--- config.mk ---
export PLATFORM = sky130hd
export DESIGN_NAME = spi_master_arbiter
export DESIGN_NICKNAME = d
export VERILOG_FILES = /design/src/rtl/spi_master_arbiter.sv
export SDC_FILE = /design/constraint.sdc
export NUM_CORES = 1
export LEC_CHECK = 0
export CAP_MARGIN = 15
export CORE_MARGIN = 1
export CORE_UTILIZATION = 50
export DETAILED_ROUTE_END_ITERATION = 8
export HOLD_SLACK_MARGIN = 0.06
export PLACE_DENSITY = 0.8
export SYNTH_ARGS = -nofsm -noshare
export SYNTH_HDL_FRONTEND = slang
export SYNTH_SLANG_ARGS = --single-unit
--- constraint.sdc ---
create_clock -name clk -period 4.4 [get_ports clk]
set_input_delay 0.44 -clock clk [delete_from_list [all_inputs] [get_ports clk]]
set_output_delay 0.44 -clock clk [all_outputs]
set_load 0.05 [all_outputs]
--- src/rtl/spi_master_arbiter.sv ---
// Round-robin SPI master shared by NUM_REQ requesters: one LSB-first full-duplex transfer per grant.
// Optional macro SPI_ARB_LOOPBACK_EN adds a loopback input that samples MOSI instead of MISO.
module spi_master_arbiter #(
    parameter int NUM_REQ = 4,
    parameter int CLK_DIV = 2,
    parameter int DATA_W  = 8
) (
    input  logic                      clk,
    input  logic                      reset,
    input  logic [NUM_REQ-1:0]        req,
    input  logic [NUM_REQ*DATA_W-1:0] tx_data,
`ifdef SPI_ARB_LOOPBACK_EN
    input  logic                      loopback,
`endif
    input  logic                      MISO,
    output logic [NUM_REQ-1:0]        grant,
    output logic                      busy,
    output logic                      done,
    output logic [DATA_W-1:0]         rx_data,
    output logic                      SCLK,
    output logic [NUM_REQ-1:0]        CS,
    output logic                      MOSI
);

    localparam int PW = (NUM_REQ > 1) ? $clog2(NUM_REQ) : 1;
    localparam int CW = (CLK_DIV > 1) ? $clog2(CLK_DIV) : 1;
    localparam int BW = (DATA_W > 1) ? $clog2(DATA_W) : 1;

    typedef enum logic [1:0] {IDLE, SETUP, SHIFT, HOLD} state_t;

    state_t              state_q, state_d;
    logic [CW-1:0]       cnt_q, cnt_d;
    logic [BW-1:0]       bit_q, bit_d;
    logic                phase_q, phase_d;
    logic [DATA_W-1:0]   txShift_q, txShift_d;
    logic [DATA_W-1:0]   rxShift_q, rxShift_d;
    logic [DATA_W-1:0]   rx_q, rx_d;
    logic [PW-1:0]       ptr_q, ptr_d;
    logic [PW-1:0]       win_q, win_d;
    logic [NUM_REQ-1:0]  grant_q, grant_d;
    logic [NUM_REQ-1:0]  cs_q, cs_d;
    logic                sclk_q, sclk_d;
    logic                busy_q, busy_d;
    logic                done_q, done_d;
    logic                cntLast;
    logic                sampleBit;
    logic                pickValid;
    logic [PW-1:0]       pickIdx;
    int                  candIdx;

`ifdef SPI_ARB_LOOPBACK_EN
    logic lb_q, lb_d;
    assign sampleBit = lb_q ? txShift_q[0] : MISO;
`else
    assign sampleBit = MISO;
`endif

    assign cntLast = (cnt_q == CW'(CLK_DIV - 1));

    // Scan downward so the set bit closest above the pointer is the last one written.
    always_comb begin
        pickValid = 1'b0;
        pickIdx   = '0;
        candIdx   = 0;
        for (int i = NUM_REQ - 1; i >= 0; i--) begin
            candIdx = int'(ptr_q) + i;
            if (candIdx >= NUM_REQ) candIdx = candIdx - NUM_REQ;
            if (req[PW'(candIdx)]) begin
                pickValid = 1'b1;
                pickIdx   = PW'(candIdx);
            end
        end
    end

    always_comb begin
        state_d   = state_q;
        cnt_d     = cnt_q;
        bit_d     = bit_q;
        phase_d   = phase_q;
        txShift_d = txShift_q;
        rxShift_d = rxShift_q;
        rx_d      = rx_q;
        ptr_d     = ptr_q;
        win_d     = win_q;
        grant_d   = grant_q;
        cs_d      = cs_q;
        sclk_d    = sclk_q;
        busy_d    = busy_q;
        done_d    = 1'b0;
`ifdef SPI_ARB_LOOPBACK_EN
        lb_d      = lb_q;
`endif
        case (state_q)
            IDLE: begin
                cnt_d = '0;
                if (pickValid) begin
                    state_d          = SETUP;
                    win_d            = pickIdx;
                    grant_d          = '0;
                    grant_d[pickIdx] = 1'b1;
                    cs_d             = ~grant_d;
                    busy_d           = 1'b1;
                    txShift_d        = tx_data[pickIdx*DATA_W +: DATA_W];
                    rxShift_d        = '0;
`ifdef SPI_ARB_LOOPBACK_EN
                    lb_d             = loopback;
`endif
                end
            end
            SETUP: begin
                if (cntLast) begin
                    state_d = SHIFT;
                    cnt_d   = '0;
                    bit_d   = '0;
                    phase_d = 1'b0;
                    sclk_d  = 1'b0;
                end else begin
                    cnt_d = cnt_q + CW'(1);
                end
            end
            SHIFT: begin
                if (!cntLast) begin
                    cnt_d = cnt_q + CW'(1);
                end else begin
                    cnt_d = '0;
                    // phase 0 is the low half of a bit period, phase 1 the high half.
                    if (!phase_q) begin
                        phase_d          = 1'b1;
                        sclk_d           = 1'b1;
                        rxShift_d[bit_q] = sampleBit;
                    end else if (bit_q == BW'(DATA_W - 1)) begin
                        state_d = HOLD;
                    end else begin
                        bit_d     = bit_q + BW'(1);
                        txShift_d = txShift_q >> 1;
                        phase_d   = 1'b0;
                        sclk_d    = 1'b0;
                    end
                end
            end
            HOLD: begin
                if (cntLast) begin
                    state_d = IDLE;
                    cnt_d   = '0;
                    grant_d = '0;
                    cs_d    = '1;
                    busy_d  = 1'b0;
                    done_d  = 1'b1;
                    rx_d    = rxShift_q;
                    ptr_d   = (int'(win_q) == NUM_REQ - 1) ? '0 : win_q + PW'(1);
                end else begin
                    cnt_d = cnt_q + CW'(1);
                end
            end
            default: state_d = IDLE;
        endcase
    end

    always_ff @(posedge clk) begin
        if (reset) begin
            state_q   <= IDLE;
            cnt_q     <= '0;
            bit_q     <= '0;
            phase_q   <= 1'b0;
            txShift_q <= '0;
            rxShift_q <= '0;
            rx_q      <= '0;
            ptr_q     <= '0;
            win_q     <= '0;
            grant_q   <= '0;
            cs_q      <= '1;
            sclk_q    <= 1'b1;
            busy_q    <= 1'b0;
            done_q    <= 1'b0;
`ifdef SPI_ARB_LOOPBACK_EN
            lb_q      <= 1'b0;
`endif
        end else begin
            state_q   <= state_d;
            cnt_q     <= cnt_d;
            bit_q     <= bit_d;
            phase_q   <= phase_d;
            txShift_q <= txShift_d;
            rxShift_q <= rxShift_d;
            rx_q      <= rx_d;
            ptr_q     <= ptr_d;
            win_q     <= win_d;
            grant_q   <= grant_d;
            cs_q      <= cs_d;
            sclk_q    <= sclk_d;
            busy_q    <= busy_d;
            done_q    <= done_d;
`ifdef SPI_ARB_LOOPBACK_EN
            lb_q      <= lb_d;
`endif
        end
    end

    assign grant   = grant_q;
    assign busy    = busy_q;
    assign done    = done_q;
    assign rx_data = rx_q;
    assign SCLK    = sclk_q;
    assign CS      = cs_q;
    assign MOSI    = busy_q & txShift_q[0];

endmodule

==> results.py, run 1 <==
metrics = {
    "status": {
        "status": "finished clean",
    },
    "timing": {
        "min_period_ps": 2780,
        "post-route-period-util_pct": 63.2,
        "slew_headroom_pct": 36.5,
        "rsz0062_at_grt": "false",
        "fin_tns_setup_ps": 0,
        "skew_ps": 8.10,
        "worst-slew-pin-transition_ps": 952,
        "setup_ws_ps": 1620,
        "hold_viol": 0,
        "whs_ps": 458,
        "drv_slew": 0,
        "setup_violations": 0,
        "max_freq_mhz": 360,
    },
    "logic_synthesis": {
        "netlist_area_mm2": 0.00250,
        "postSynthAreaPerCell_um2": 8.08,
        "ys_ff_latch": 46,
        "synthCells": 309,
        "synth_area_leader_cell": "dfxtp_1",
        "ys_top_cells_by_area": "dfxtp_1, a21oi_1, nand2_1, o21ai_0, nor2_1",
        "synth.distinct_cells": 49,
        "synthFlopType": "dfxtp_1",
        "syn_nets": 355,
        "synth_edf_count": 0,
        "synthArstFlopShare_pct": 0,
        "synth_top_area_share_pct": 36.9,
        "synth_warnings": 0,
        "synth-seq-area-share_pct": 36.9,
    },
    "detailed_routing": {
        "vias_per_cell": 5.63,
        "dr.first_iter.drc_count": 180,
        "drc": 0,
        "wl_per_cell_um": 13.7,
        "wl_um": 5780,
        "vias": 2377,
        "dr.pass1.iters": 4,
        "final_antenna_net_count": 0,
    },
    "clock_tree": {
        "cts_hold_buf": 0,
        "htreeDepth": 2,
        "post-cts-setup-buffer-count": 0,
        "cts_tree": "yes",
        "cts.clk_slew.worst_paths_ps": 90,
        "clk-insertion-delay-late_ps": 310,
        "cts.repair.resized": 0,
        "clock-sinks": 46,
        "cts-root-buf": "clkbuf_8",
        "cts_made_buffers": 5,
        "clk_path_buf_depth": 2,
    },
    "die": {
        "pin_count": 59,
        "die_y_um": 72.7,
        "die_area_mm2": 0.00528,
        "num_rows": 25,
        "core_region_area_mm2": 0.00475,
        "start_util_pct": 52.5,
        "die_x_um": 72.7,
    },
    "setup_path": {
        "crit_required_ps": 4640,
        "cp_max_fo": 29,
        "cp-startpoint": "state_q[0]",
        "crit_arrival_ps": 3020,
        "crit_end": "txShift_q[5]",
        "cp-end-kind": "register",
        "rrSetupSlack_ps": 1620,
        "critPathKind": "reg -> reg",
        "timing.rr.start": "state_q[0]",
        "reg2reg_to": "txShift_q[5]",
        "startpoint_type": "register",
        "rr_worst_depth": 7,
    },
    "layout": {
        "final_common_cell": "clkdlybuf4s50_1",
        "finalNonFillerCells": 422,
        "nFillCells": 441,
        "final_core_utilization_pct": 66.5,
        "final_area_mm2": 0.00316,
        "area_delta_synth_final_pct": 26.6,
        "nets": 400,
        "post_route_cells_drive_above_1_share_pct": 6.20,
        "antennaDiodeCount": 0,
        "final_cell_mix": "clkdlybuf4s50_1, dfxtp_1, nand2_1",
    },
    "place": {
        "io_buffer_count": 58,
        "dp.cells": 414,
        "place_area_mm2": 0.00307,
        "post-place-ws_ps": 1500,
        "dp_hpwl_um": 4170,
        "gp_congestion": 0.839,
    },
    "grt": {
        "antenna_found_initial": 0,
        "grt_max_degree": 42,
        "grt-ovfl-total": 0,
        "grt_usage_pct": 24.1,
        "grt_pass1_wl_um": 9970,
        "grt_pass1_vias": 2220,
    },
    "power": {
        "p_leak_nw": 1.18,
        "vdd.ir_drop.worst_uv": 272,
        "power_density_mw_per_mm2": 440,
        "p_total_mw": 1.39,
    },
    "run": {
        "cap_violations": 0,
    },
    "min_path": {
        "worstHoldPathType": "reg -> reg",
    },
}
==> area by class of cell <==
| type | instances | area [um2] | share of cell area, % |
|---|---|---|---|
| Multi-Input combinational cell | 234 | 1450 | 45.8 |
| Sequential cell | 46 | 921 | 29.1 |
| Timing Repair Buffer | 59 | 588 | 18.6 |
| Tap cell | 67 | 83.8 | 2.65 |
| Clock buffer | 5 | 68.8 | 2.18 |
| Inverter | 8 | 30.0 | 0.950 |
| Clock inverter | 3 | 21.3 | 0.673 |
==> flip-flops by register name, indices dropped and copies added, names as in the netlist <==
register / count
CS: 4
SCLK: 1
bit_q: 3
busy: 1
cntLast: 1
done: 1
grant: 4
phase_q: 1
ptr_q: 2
rxShift_q: 8
rx_data: 8
state_q: 2
txShift_q: 8
win_q: 2
==> where the power goes <==
group          switching [mW]  total (mW)  internal [mW]
registers              0.0448       0.526          0.481
clock network           0.152       0.263          0.112
logic                   0.368       0.601          0.233
==> worst min path at each step <==
stage                   end    startpoint  cells past startpoint  slack, ps
3_3_place_gp       grant[1]      grant[1]                      2        440
4_1_cts            grant[2]      grant[2]                      2        460
3_5_place_dp     rx_data[0]    rx_data[0]                      2        450
6_report           grant[2]      grant[2]                      2        460
2_1_floorplan  txShift_q[7]  txShift_q[7]                      2        430
5_1_grt            grant[2]      grant[2]                      2        470
==> routing by layer <==
layer	vias to the layer above	track usage [%]	part of all wire, %
li1	1201	-	-
met1	1112	29.8	48
met2	57	42.3	48
met3	7	4.97	3.4
met4	0	6.75	1.3
met5	-	0	0
==> cell families (layout without fill, tap and decap cells) <==
logic type | after synthesis | after routing | share of synthesized area [%]
buffers and inverters | 29 | 75 | 5.16
and+or+nand+nor | 121 | 121 | 24.2
muxes | 8 | 8 | 4.41
DFF | 46 | 46 | 36.9
AOI/OAI and AO/OA | 98 | 98 | 25.8
adders and majority gates | 7 | 7 | 3.51
==> critical path, cell delays in order, from the launching register on <==
cell and delay, ps:
dfxtp_1 350, inv_1 90, ha_1 790, nand4b_1 260, o21ai_0 180, nand3b_1 410
or3_1 480, o211ai_1 160
==> cells in the mapped netlist, drive strengths merged (2+ instances only) <==
cell type and number:
o211ai 2, dfxtp 46, a22o 2, a211oi 8, a41oi 2, clkbuf 16
mux2 6, o21ai 19, nand4 4, and2 4, a32oi 2, o211a 2
ha 7, buf 5, o21bai 3, and3 2, nor3 10, a22oi 6
or2 3, inv 8, nor2b 8, a221o 7, nand3b 3, nand2b 11
or3 2, a21oi 32, nor2 25, nand2 42, a21o 4, mux2i 2
a221oi 2
(Power assumes the default switching activity.)
==> inputs of run 2 (changes only) <==
==> constraint.sdc (replaced) <==
create_clock -name clk -period 2.9 [get_ports clk]
set_input_delay 0.29 -clock clk [delete_from_list [all_inputs] [get_ports clk]]
set_output_delay 0.29 -clock clk [all_outputs]
set_load 0.05 [all_outputs]
==> results.py, run 2 (synthesis gave the netlist of run 1 again) <==
metrics = {
    "die": {
        "die_y_um": 72.7,
        "die_area_mm2": 0.00528,
        "pin_count": 59,
        "start_util_pct": 52.5,
        "core_region_area_mm2": 0.00475,
        "num_rows": 25,
        "die_x_um": 72.7,
    },
    "setup_path": {
        "cp_num_cells": 7,
        "cp_top_family": "simple AND/OR/NAND/NOR gates",
        "startpoint_type": "register",
        "cp-startpoint": "bit_q[0]",
        "critPathMaxStageDelay_ps": 500,
        "crit_chain": "ha_1 -> ha_1 -> nand4b_1 -> o21ai_0 -> nand3b_1 -> or3_1 -> o211ai_1",
        "crit_required_ps": 3120,
        "crit_arrival_ps": 2610,
        "rr_worst_depth": 7,
        "crit_end": "txShift_q[5]",
        "rrSetupSlack_ps": 510,
        "cp_max_fo": 14,
        "timing.critical_path.mode_cell": "ha_1",
        "timing.rr.start": "bit_q[0]",
        "cp-end-kind": "register",
        "reg2reg_to": "txShift_q[5]",
        "crit_buf_inv": 0,
        "slowest_stage": "or3_1",
        "critPathKind": "reg -> reg",
    },
    "layout": {
        "nets": 407,
        "multi_input_area_mm2": 0.00145,
        "final_area_mm2": 0.00323,
        "area_delta_synth_final_pct": 29.5,
        "finalNonFillerCells": 429,
        "final_cell_mix": "clkdlybuf4s50_1, dfxtp_1, nand2_1",
        "final_common_cell": "clkdlybuf4s50_1",
        "post_route_cells_drive_above_1_share_pct": 7.73,
        "regArea_um2": 921,
        "antennaDiodeCount": 0,
        "nFillCells": 416,
    },
    "place": {
        "dp_hpwl_um": 4380,
        "gp_congestion": 0.826,
        "place_area_mm2": 0.00312,
        "post-place-ws_ps": 349,
        "io_buffer_count": 58,
        "dp.cells": 421,
    },
    "timing": {
        "setup_violations": 0,
        "fin_tns_setup_ps": 0,
        "setup_ws_ps": 505,
        "rsz0062_at_grt": "false",
        "worst-slew-pin-transition_ps": 548,
        "hold_viol": 0,
        "skew_ps": 7.21,
        "post-route-period-util_pct": 82.6,
        "min_period_ps": 2390,
        "slew_headroom_pct": 63.4,
        "max_freq_mhz": 418,
        "whs_ps": 457,
        "drv_slew": 0,
    },
    "clock_tree": {
        "cts_hold_buf": 0,
        "post-cts-setup-buffer-count": 0,
        "cts_tree": "yes",
        "cts.clk_slew.worst_paths_ps": 80,
        "clock-sinks": 46,
        "clk-insertion-delay-late_ps": 300,
        "cts.repair.resized": 0,
        "cts_made_buffers": 5,
        "cts-root-buf": "clkbuf_8",
        "htreeDepth": 2,
        "clk_path_buf_depth": 2,
    },
    "grt": {
        "grt-ovfl-total": 0,
        "grt_usage_pct": 23.9,
        "grt_max_degree": 41,
        "grt_pass1_wl_um": 10100,
        "grt_pass1_vias": 2257,
        "antenna_found_initial": 0,
    },
    "detailed_routing": {
        "drc": 0,
        "dr.first_iter.drc_count": 298,
        "dr.pass1.iters": 4,
        "wl_um": 5940,
        "wl_per_cell_um": 13.8,
        "vias_per_cell": 5.54,
        "vias": 2378,
        "final_antenna_net_count": 0,
    },
    "min_path": {
        "holdPathStages": 2,
        "worstHoldPathType": "reg -> reg",
        "hold_start": "rx_data[6]",
    },
    "power": {
        "vdd.ir_drop.worst_uv": 454,
        "p_leak_nw": 1.22,
        "power_density_mw_per_mm2": 688,
    },
    "run": {
        "cap_violations": 0,
    },
    "status": {
        "status": "finished clean",
    },
}
run 2: cell types whose count changed in the layout (fill, tap and decap cells not counted):
cell	delta
clkinv_2	-1
clkinv_4	-1
bufinv_16	+1
buf_4	+7
clkbuf_1	+1
run 2: worst min path at each step:
stage | end | slack (ps)
final | rx_data[6] | 460
after floorplan | txShift_q[7] | 430
after global placement | txShift_q[7] | 440
after global routing | grant[0] | 480
after detailed placement | rx_data[4] | 450
after CTS | rx_data[6] | 460
run 2: report_power, final:
group	total, mW	internal (mW)	switching [mW]
sequential	0.787	0.729	0.0573
clock	0.473	0.257	0.215
combinational	0.966	0.381	0.585
run 2: tightest hold or removal path, cell delays in order, from the launching register on:
cell,delay [ps]
dfxtp_1,310
nand2_1,50
a21oi_1,50
run 2: area by class of cell:
type / count / area share [%]
Multi-Input combinational cell: 234 / 44.8
Sequential cell: 46 / 28.5
Timing Repair Buffer: 66 / 19.8
Tap cell: 67 / 2.59
Clock buffer: 6 / 2.24
Clock inverter: 2 / 1.16
Inverter: 8 / 0.929
run 2: routing by layer:
metal,vias to the layer above,routed length [um],global-route usage (%)
met1,1093,2710,30.1
met2,65,2870,42.2
met4,0,80,6.54
met3,9,284,4.01
li1,1211,-,-
met5,-,0,0
run 2: metrics by stage:
step / total power, mW / utilization [%]
floorplan: 1.49 / -
global placement: 1.74 / 65.7
detailed placement: 1.76 / 65.7
CTS: 2.24 / 68.0
global route: 2.39 / 68.0
finish: 2.23 / 68.0
==> inputs of run 3 (changes only) <==
--- a/config.mk
+++ b/config.mk
@@ -7,10 +7,10 @@
 export LEC_CHECK = 0
 export CAP_MARGIN = 15
 export CORE_MARGIN = 1
-export CORE_UTILIZATION = 50
+export CORE_UTILIZATION = 45
 export DETAILED_ROUTE_END_ITERATION = 8
 export HOLD_SLACK_MARGIN = 0.06
-export PLACE_DENSITY = 0.8
+export PLACE_DENSITY = 0.76
 export SYNTH_ARGS = -nofsm -noshare
 export SYNTH_HDL_FRONTEND = slang
 export SYNTH_SLANG_ARGS = --single-unit
==> constraint.sdc (replaced) <==
create_clock -name clk -period 2.2 [get_ports clk]
set_input_delay 0.22 -clock clk [delete_from_list [all_inputs] [get_ports clk]]
set_output_delay 0.22 -clock clk [all_outputs]
set_load 0.05 [all_outputs]
==> results.py, run 3 (synthesis gave the netlist of run 1 again) <==
metrics = {
    "run": {
        "cap_violations": 0,
    },
    "layout": {
        "nets": 425,
        "final_core_utilization_pct": 64.7,
        "area_delta_synth_final_pct": 35.6,
        "final_cell_mix": "clkdlybuf4s50_1, dfxtp_1, nand2_1",
        "final_common_cell": "clkdlybuf4s50_1",
        "antennaDiodeCount": 0,
        "finalNonFillerCells": 450,
        "post_route_cells_drive_above_1_share_pct": 12.4,
    },
    "grt": {
        "grt_usage_pct": 23.7,
        "grt_pass1_vias": 2454,
        "grt-ovfl-total": 0,
        "grt_max_degree": 26,
        "antenna_found_initial": 0,
        "grt_pass1_wl_um": 11100,
    },
    "timing": {
        "drv_slew": 0,
        "rsz0062_at_grt": "false",
        "max_freq_mhz": 501,
        "hold_viol": 0,
        "slew_headroom_pct": 60.9,
        "setup_violations": 0,
        "skew_ps": 4.58,
        "post-route-period-util_pct": 90.7,
        "min_period_ps": 2000,
        "worst-slew-pin-transition_ps": 570,
    },
    "clock_tree": {
        "cts-root-buf": "clkbuf_8",
        "post-cts-setup-buffer-count": 0,
        "clk-insertion-delay-late_ps": 310,
        "clk_path_buf_depth": 2,
        "clock-sinks": 46,
        "cts_made_buffers": 5,
        "htreeDepth": 2,
        "cts_tree": "yes",
        "cts.clk_slew.worst_paths_ps": 90,
        "cts_hold_buf": 0,
        "cts.repair.resized": 0,
    },
    "detailed_routing": {
        "wl_per_cell_um": 14.3,
        "vias_per_cell": 5.61,
        "dr.pass1.iters": 4,
        "wl_um": 6450,
        "final_antenna_net_count": 0,
        "dr.first_iter.drc_count": 213,
        "drc": 0,
        "vias": 2524,
    },
    "place": {
        "dp_hpwl_um": 4800,
        "io_buffer_count": 58,
        "dp.cells": 442,
        "gp_congestion": 0.958,
    },
    "setup_path": {
        "critPathMaxStageDelay_ps": 350,
        "timing.rr.start": "bit_q[0]",
        "cp-startpoint": "bit_q[0]",
        "critPathKind": "reg -> reg",
        "startpoint_type": "register",
        "crit_required_ps": 2440,
        "timing.critical_path.mode_cell": "ha_1",
        "crit_arrival_ps": 2230,
        "slowest_stage": "or3_1",
        "cp-end-kind": "register",
        "cp_max_fo": 14,
        "crit_chain": "ha_1 -> ha_1 -> nand4b_1 -> o21ai_0 -> nand3b_1 -> buf_12 -> or3_1 -> o211ai_1",
    },
    "power": {
        "power_density_mw_per_mm2": 903,
        "vdd.ir_drop.worst_uv": 550,
        "p_leak_nw": 1.32,
        "p_total_mw": 3.06,
    },
    "die": {
        "start_util_pct": 47.7,
        "die_x_um": 76.5,
        "core_region_area_mm2": 0.00524,
        "die_area_mm2": 0.00585,
        "die_y_um": 76.5,
        "pin_count": 59,
        "num_rows": 26,
    },
    "min_path": {
        "hold_start": "rxShift_q[1]",
        "worstHoldPathType": "reg -> reg",
    },
    "status": {
        "status": "finished clean",
    },
}
[run 3: changes by cell type in the layout (fill, tap and decap cells not counted), sizes merged]
cell	previous run	this run
clkinvlp	1	0
clkbuf	6	5
buf	8	26
inv	8	9
clkinv	0	1
[run 3: metal layers]
metal	up-vias	track usage, %	wire (um)	share of wire (%)
li1	1252	-	-	-
met1	1189	28.2	2830	44
met2	71	41.5	3190	49
met3	12	5.99	331	5.1
met4	0	7.12	103	1.6
met5	-	0	0	0
[run 3: final timing paths]
path              cells after the start  slack [ps]           end
hold reg to reg                       2         460    rx_data[1]
setup reg to reg                      8         200  txShift_q[5]
setup / recovery                      8         200  txShift_q[5]
hold / removal                        2         460    rx_data[1]
[run 3: worst max-delay path: cells and delay by family, from the launching register on]
family,cells,cell delay (ps)
buffers and inverters,1,170
and+or+nand+nor,3,710
DFF,1,320
adders and majority gates,2,410
AOI/OAI and AO/OA,2,310
[run 3: cell type report]
cell class,instances,area (um2)
sequential,46,921
clock buffer,5,68.8
tap,70,87.6
inverter,8,30.0
multi-input combinational,234,1450
clock inverter,3,43.8
timing repair buffer,84,788
fill,475,1850
[run 3: metrics by stage]
stage          setup WS [ps]  TNS, ps  hold slack (ps)  instance area, um2
5_1_grt                 44.9        0              478                3390
4_1_cts                  181        0              462                3390
6_report                 205        0              460                3390
2_1_floorplan            217        0              410                2500
3_5_place_dp           -98.8     -537              450                3270
3_3_place_gp           -52.0     -306              443                3270
[run 3: power by group]
group	internal, mW	switching (mW)	leakage (nW)
Sequential	0.962	0.0991	0.374
Combinational	0.575	0.778	0.892
Clock	0.341	0.305	0.0585
==> RTL edit 1: new RTL, config.mk and constraints of run 3 <==
Change the parameter `DATA_W` from 8 to 16.
--- a/src/rtl/spi_master_arbiter.sv
+++ b/src/rtl/spi_master_arbiter.sv
@@ -3,7 +3,7 @@
 module spi_master_arbiter #(
     parameter int NUM_REQ = 4,
     parameter int CLK_DIV = 2,
-    parameter int DATA_W  = 8
+    parameter int DATA_W  = 16
 ) (
     input  logic                      clk,
     input  logic                      reset,
Interface: changed (resized rx_data and tx_data); port bits go from 59 to 99. No check against the original RTL was run, so the function may have changed too.
==> RTL edit 1 against run 3 <==
- count of clock-buffer cells in the layout grew 6
- combinational power rose by 39%
- cell count increased by 62%
- highest routed layer unchanged
- utilization fell by 2.2 points
- hold slack lost 0.0050 ns
- cell area increased by 60%
- sequential cell count rose by 25
- wire length is 82% higher
- worst setup slack got worse by 0.18 ns
- area after synthesis up 61%
- power grew 50%
==> RTL edit 1: results (changes against run 3) <==
metric,value,unit,change
whs,0.4547,ns,-0.005027 ns
vias,4233,,+68%
reg2reg_to,txShift_q[8]$_SDFFE_PP0P_,,
place_congestion,0.8542,,-11%
antennaDiodeCount,0,,unchanged
reg2reg_slack,0.03,ns,-0.18 ns
place_inst,709,,+60%
drtIter0Drc,234,,+9.9%
cp_slowest_cell,o31a_4,,
grt_pass1_vias,3860,,+57%
instances_no_fill,728,,+62%
n_fill_cell,777,,+64%
vdd_ir_drop_max,0.0004102,V,-25%
synth.distinct_cells,50,,+2.0%
clk_latency,0.35,ns,+0.04 ns
crit_family,compound AO/OA/AOI/OAI gates,,
grt_max_degree,47,,+81%
synth_xor_area_share,0.4370,%,+0.44 points
skew,0.008419,ns,+0.003835 ns
powerComb,1.87,mW,+39%
outcome,"finished, final reports clean",,
worstReg2RegStart,state_q[0]$_SDFFE_PP0P_,,
min_from,rxShift_q[1]$_SDFFE_PP0P_,,
nets,696,,+64%
wl,11.77,mm,+82%
h-tree-depth,3,,+1
dp_worst_setup_slack,-0.3084,ns,-0.2097 ns
syn_nets,601,,+69%
synth_mux_area_share,2.310,%,-2.1 points
drtPass1Iterations,5,,+1
synth_edf_count,0,,unchanged
grtUsageTotal,24.93,%,+1.3 points
cts_buffers,9,,+4
grt_pass1_wl,17.89,mm,+61%
intPower,2.859,mW,+52%
avgSynthCellArea,7.709,um2,-4.6%
p_per_area,848.2,nW/um2,-6.1%
cts.reportedPaths.clkPinSlew,0.08,ns,
synth_top_cells_by_area,"dfxtp_1 35%, a21oi_1 11%, nand2_1 6.6%",,
place_area,5159,um2,+58%
ys_top_cells_by_count,"88 x a21oi_1, 71 x dfxtp_1, 70 x nand2_1",,
pwr-share-clk,23.6,%,+2.5 points
slew_headroom,61.13,%,+0.24 points
post_route_cells_drive_above_1_share,10.97,%,-1.4 points
critPathMaxFanout,16,,+2
ys_seq_area_share,35.46,%,-1.4 points
p_leak,2.056,nW,+55%
==> RTL edit 1: cell families (layout without fill, tap and decap cells) <==
family / after synthesis / in the layout
xor+xnor: 2 / 2
compound gates: 191 / 191
buf+inv: 68 / 166
mux: 9 / 9
simple gates: 169 / 171
flops: 71 / 71
fa+ha+maj: 10 / 10
==> RTL edit 1: layer usage <==
layer	track usage, %	wire length [um]	vias to the layer above
met1	30.44	5016	2029
li1	-	-	2037
met5	0	0	-
met3	6.103	624	21
met4	8.088	239	0
met2	42.97	5886	146
==> RTL edit 1: layout make-up <==
| class | instances | area [um2] | share of cell area, % |
|---|---|---|---|
| sequential | 71 | 1421 | 26.22 |
| tap | 108 | 135.1 | 2.493 |
| clock inverter | 5 | 56.30 | 1.039 |
| timing repair buffer | 126 | 1229 | 22.66 |
| inverter | 24 | 90.09 | 1.662 |
| clock buffer | 11 | 151.4 | 2.793 |
| multi-input combinational | 383 | 2338 | 43.13 |
==> RTL edit 1: worst max-delay path by stage <==
stage                                 start                    endpoint  slack [ns]  cells after the start
floorplan           state_q[0]$_SDFFE_PP0P_   txShift_q[2]$_SDFFE_PP0P_        0.10                      9
global placement                     req[2]  txShift_q[15]$_SDFFE_PP0P_       -0.24                      6
detailed placement                   req[2]   txShift_q[9]$_SDFFE_PP0P_       -0.31                      6
CTS                   ptr_q[1]$_SDFFE_PP0P_   txShift_q[9]$_SDFFE_PP0P_        0.05                      5
global route        state_q[0]$_SDFFE_PP0P_  txShift_q[11]$_SDFFE_PP0P_      0.0008                      8
finish              state_q[0]$_SDFFE_PP0P_   txShift_q[8]$_SDFFE_PP0P_        0.03                      8
==> RTL edit 2: new RTL, flow settings as in run 3 <==
Without the edit above. Encoding of `state_t`: now Gray code (2 bits for 4 states).
--- a/src/rtl/spi_master_arbiter.sv
+++ b/src/rtl/spi_master_arbiter.sv
@@ -26,7 +26,7 @@
     localparam int CW = (CLK_DIV > 1) ? $clog2(CLK_DIV) : 1;
     localparam int BW = (DATA_W > 1) ? $clog2(DATA_W) : 1;
 
-    typedef enum logic [1:0] {IDLE, SETUP, SHIFT, HOLD} state_t;
+    typedef enum logic [1:0] {IDLE = 2'b00, SETUP = 2'b01, SHIFT = 2'b11, HOLD = 2'b10} state_t;
 
     state_t              state_q, state_d;
     logic [CW-1:0]       cnt_q, cnt_d;
Check against the original RTL: no difference found for any inputs over 10 cycles, from zero or initial values and one cycle with reset high; not proved beyond that.
==> RTL edit 2 against run 3 <==
- worst setup slack better by 0.079 ns
- area after synthesis down 10%
- wire length down 10%
- critical endpoint is now txShift_q[3]$_SDFFE_PP0P_
- via count down 15%
- critical path type is now in2reg
- sequential cell count unchanged
- synthesized cell count down 12%
- cell area down 9.7%
Power is not compared: it rests on default switching activity, and its combinational part moved more than twofold at a synthesized area within 25%.
==> RTL edit 2: results (changes against run 3) <==
metric,value,unit,change
grt_pass1_wl,9.901,mm,-11%
sh_seq_area,30.10,%,+2.9 points
cp_slowest_cell,clkdlybuf4s50_1,,
synth.distinct_cells,48,,-2.0%
ys_top_cells_by_count,"46 x dfxtp_1, 44 x a21oi_1, 33 x nand2_1",,
skew,0.01124,ns,+0.006658 ns
synth_compound_area_share,26.31,%,+0.51 points
outcome,"finished, final reports clean",,
multi_input_cells,207,,-12%
ys_seq_area_share,41.12,%,+4.2 points
dp.final_hpwl,4.272,mm,-11%
synth_fa_ha_area_share,1.676,%,-1.8 points
synth_mux_area_share,5.587,%,+1.2 points
r2r.worst_path.cells,7,,-1
min_from,rxShift_q[3]$_SDFFE_PP0P_,,
buffer_area_share,23.15,%,-0.12 points
place_congestion,0.8750,,-8.7%
drtIter0Drc,116,,-46%
multi_input_area,1229,um2,-15%
grtUsageTotal,24.67,%,+1.0 points
reg2reg_slack,0.31,ns,+0.11 ns
slew_headroom,64.31,%,+3.4 points
met1_length,2.757,mm,-2.5%
crit_start,req[2],,
grt_pass1_vias,2053,,-16%
inverters_excl_clock,2,,-6
wl,5.800,mm,-10%
worst_hold_path.endpoint,rx_data[3]$_SDFFE_PP0P_,,
nets,379,,-11%
nFlopsAndLatches,46,,unchanged
grt_use_met2,38.84,%,-2.7 points
dp_worst_setup_slack,-0.03071,ns,+0.06805 ns
clkCellAreaFrac,3.599,%,+0.27 points
-- RTL edit 2: power breakdown --
group          internal [mW]  total [mW]  switching (mW)  leakage, nW
logic                  0.175       0.349           0.175        0.743
registers              0.865       0.893          0.0286        0.374
clock network          0.339       0.635           0.296       0.0514
total                   1.38        1.88           0.500         1.17
-- RTL edit 2: critical path: cells and delay by family --
kind	cells	cell delay [ns]
muxes	1	0.21
buffers and inverters	2	0.68
and+or+nand+nor	1	0.24
AOI/OAI and AO/OA	4	0.78
-- RTL edit 2: cells by family (layout without fill, tap and decap cells) --
group / Yosys count / after routing
AND/OR/NAND/NOR: 101 / 101
flip-flops: 46 / 46
AO/OA/AOI/OAI: 91 / 91
multiplexers: 12 / 12
adder cells (fa/ha/maj): 3 / 3
buffers and inverters: 18 / 85
-- RTL edit 2: metrics by stage --
stage	cells	instance area, um2	total power, mW
floorplan	271	2240	1.102
global placement	397	2949	1.253
detailed placement	397	2949	1.258
CTS	405	3059	1.890
global route	405	3059	1.960
finish	405	3059	1.878
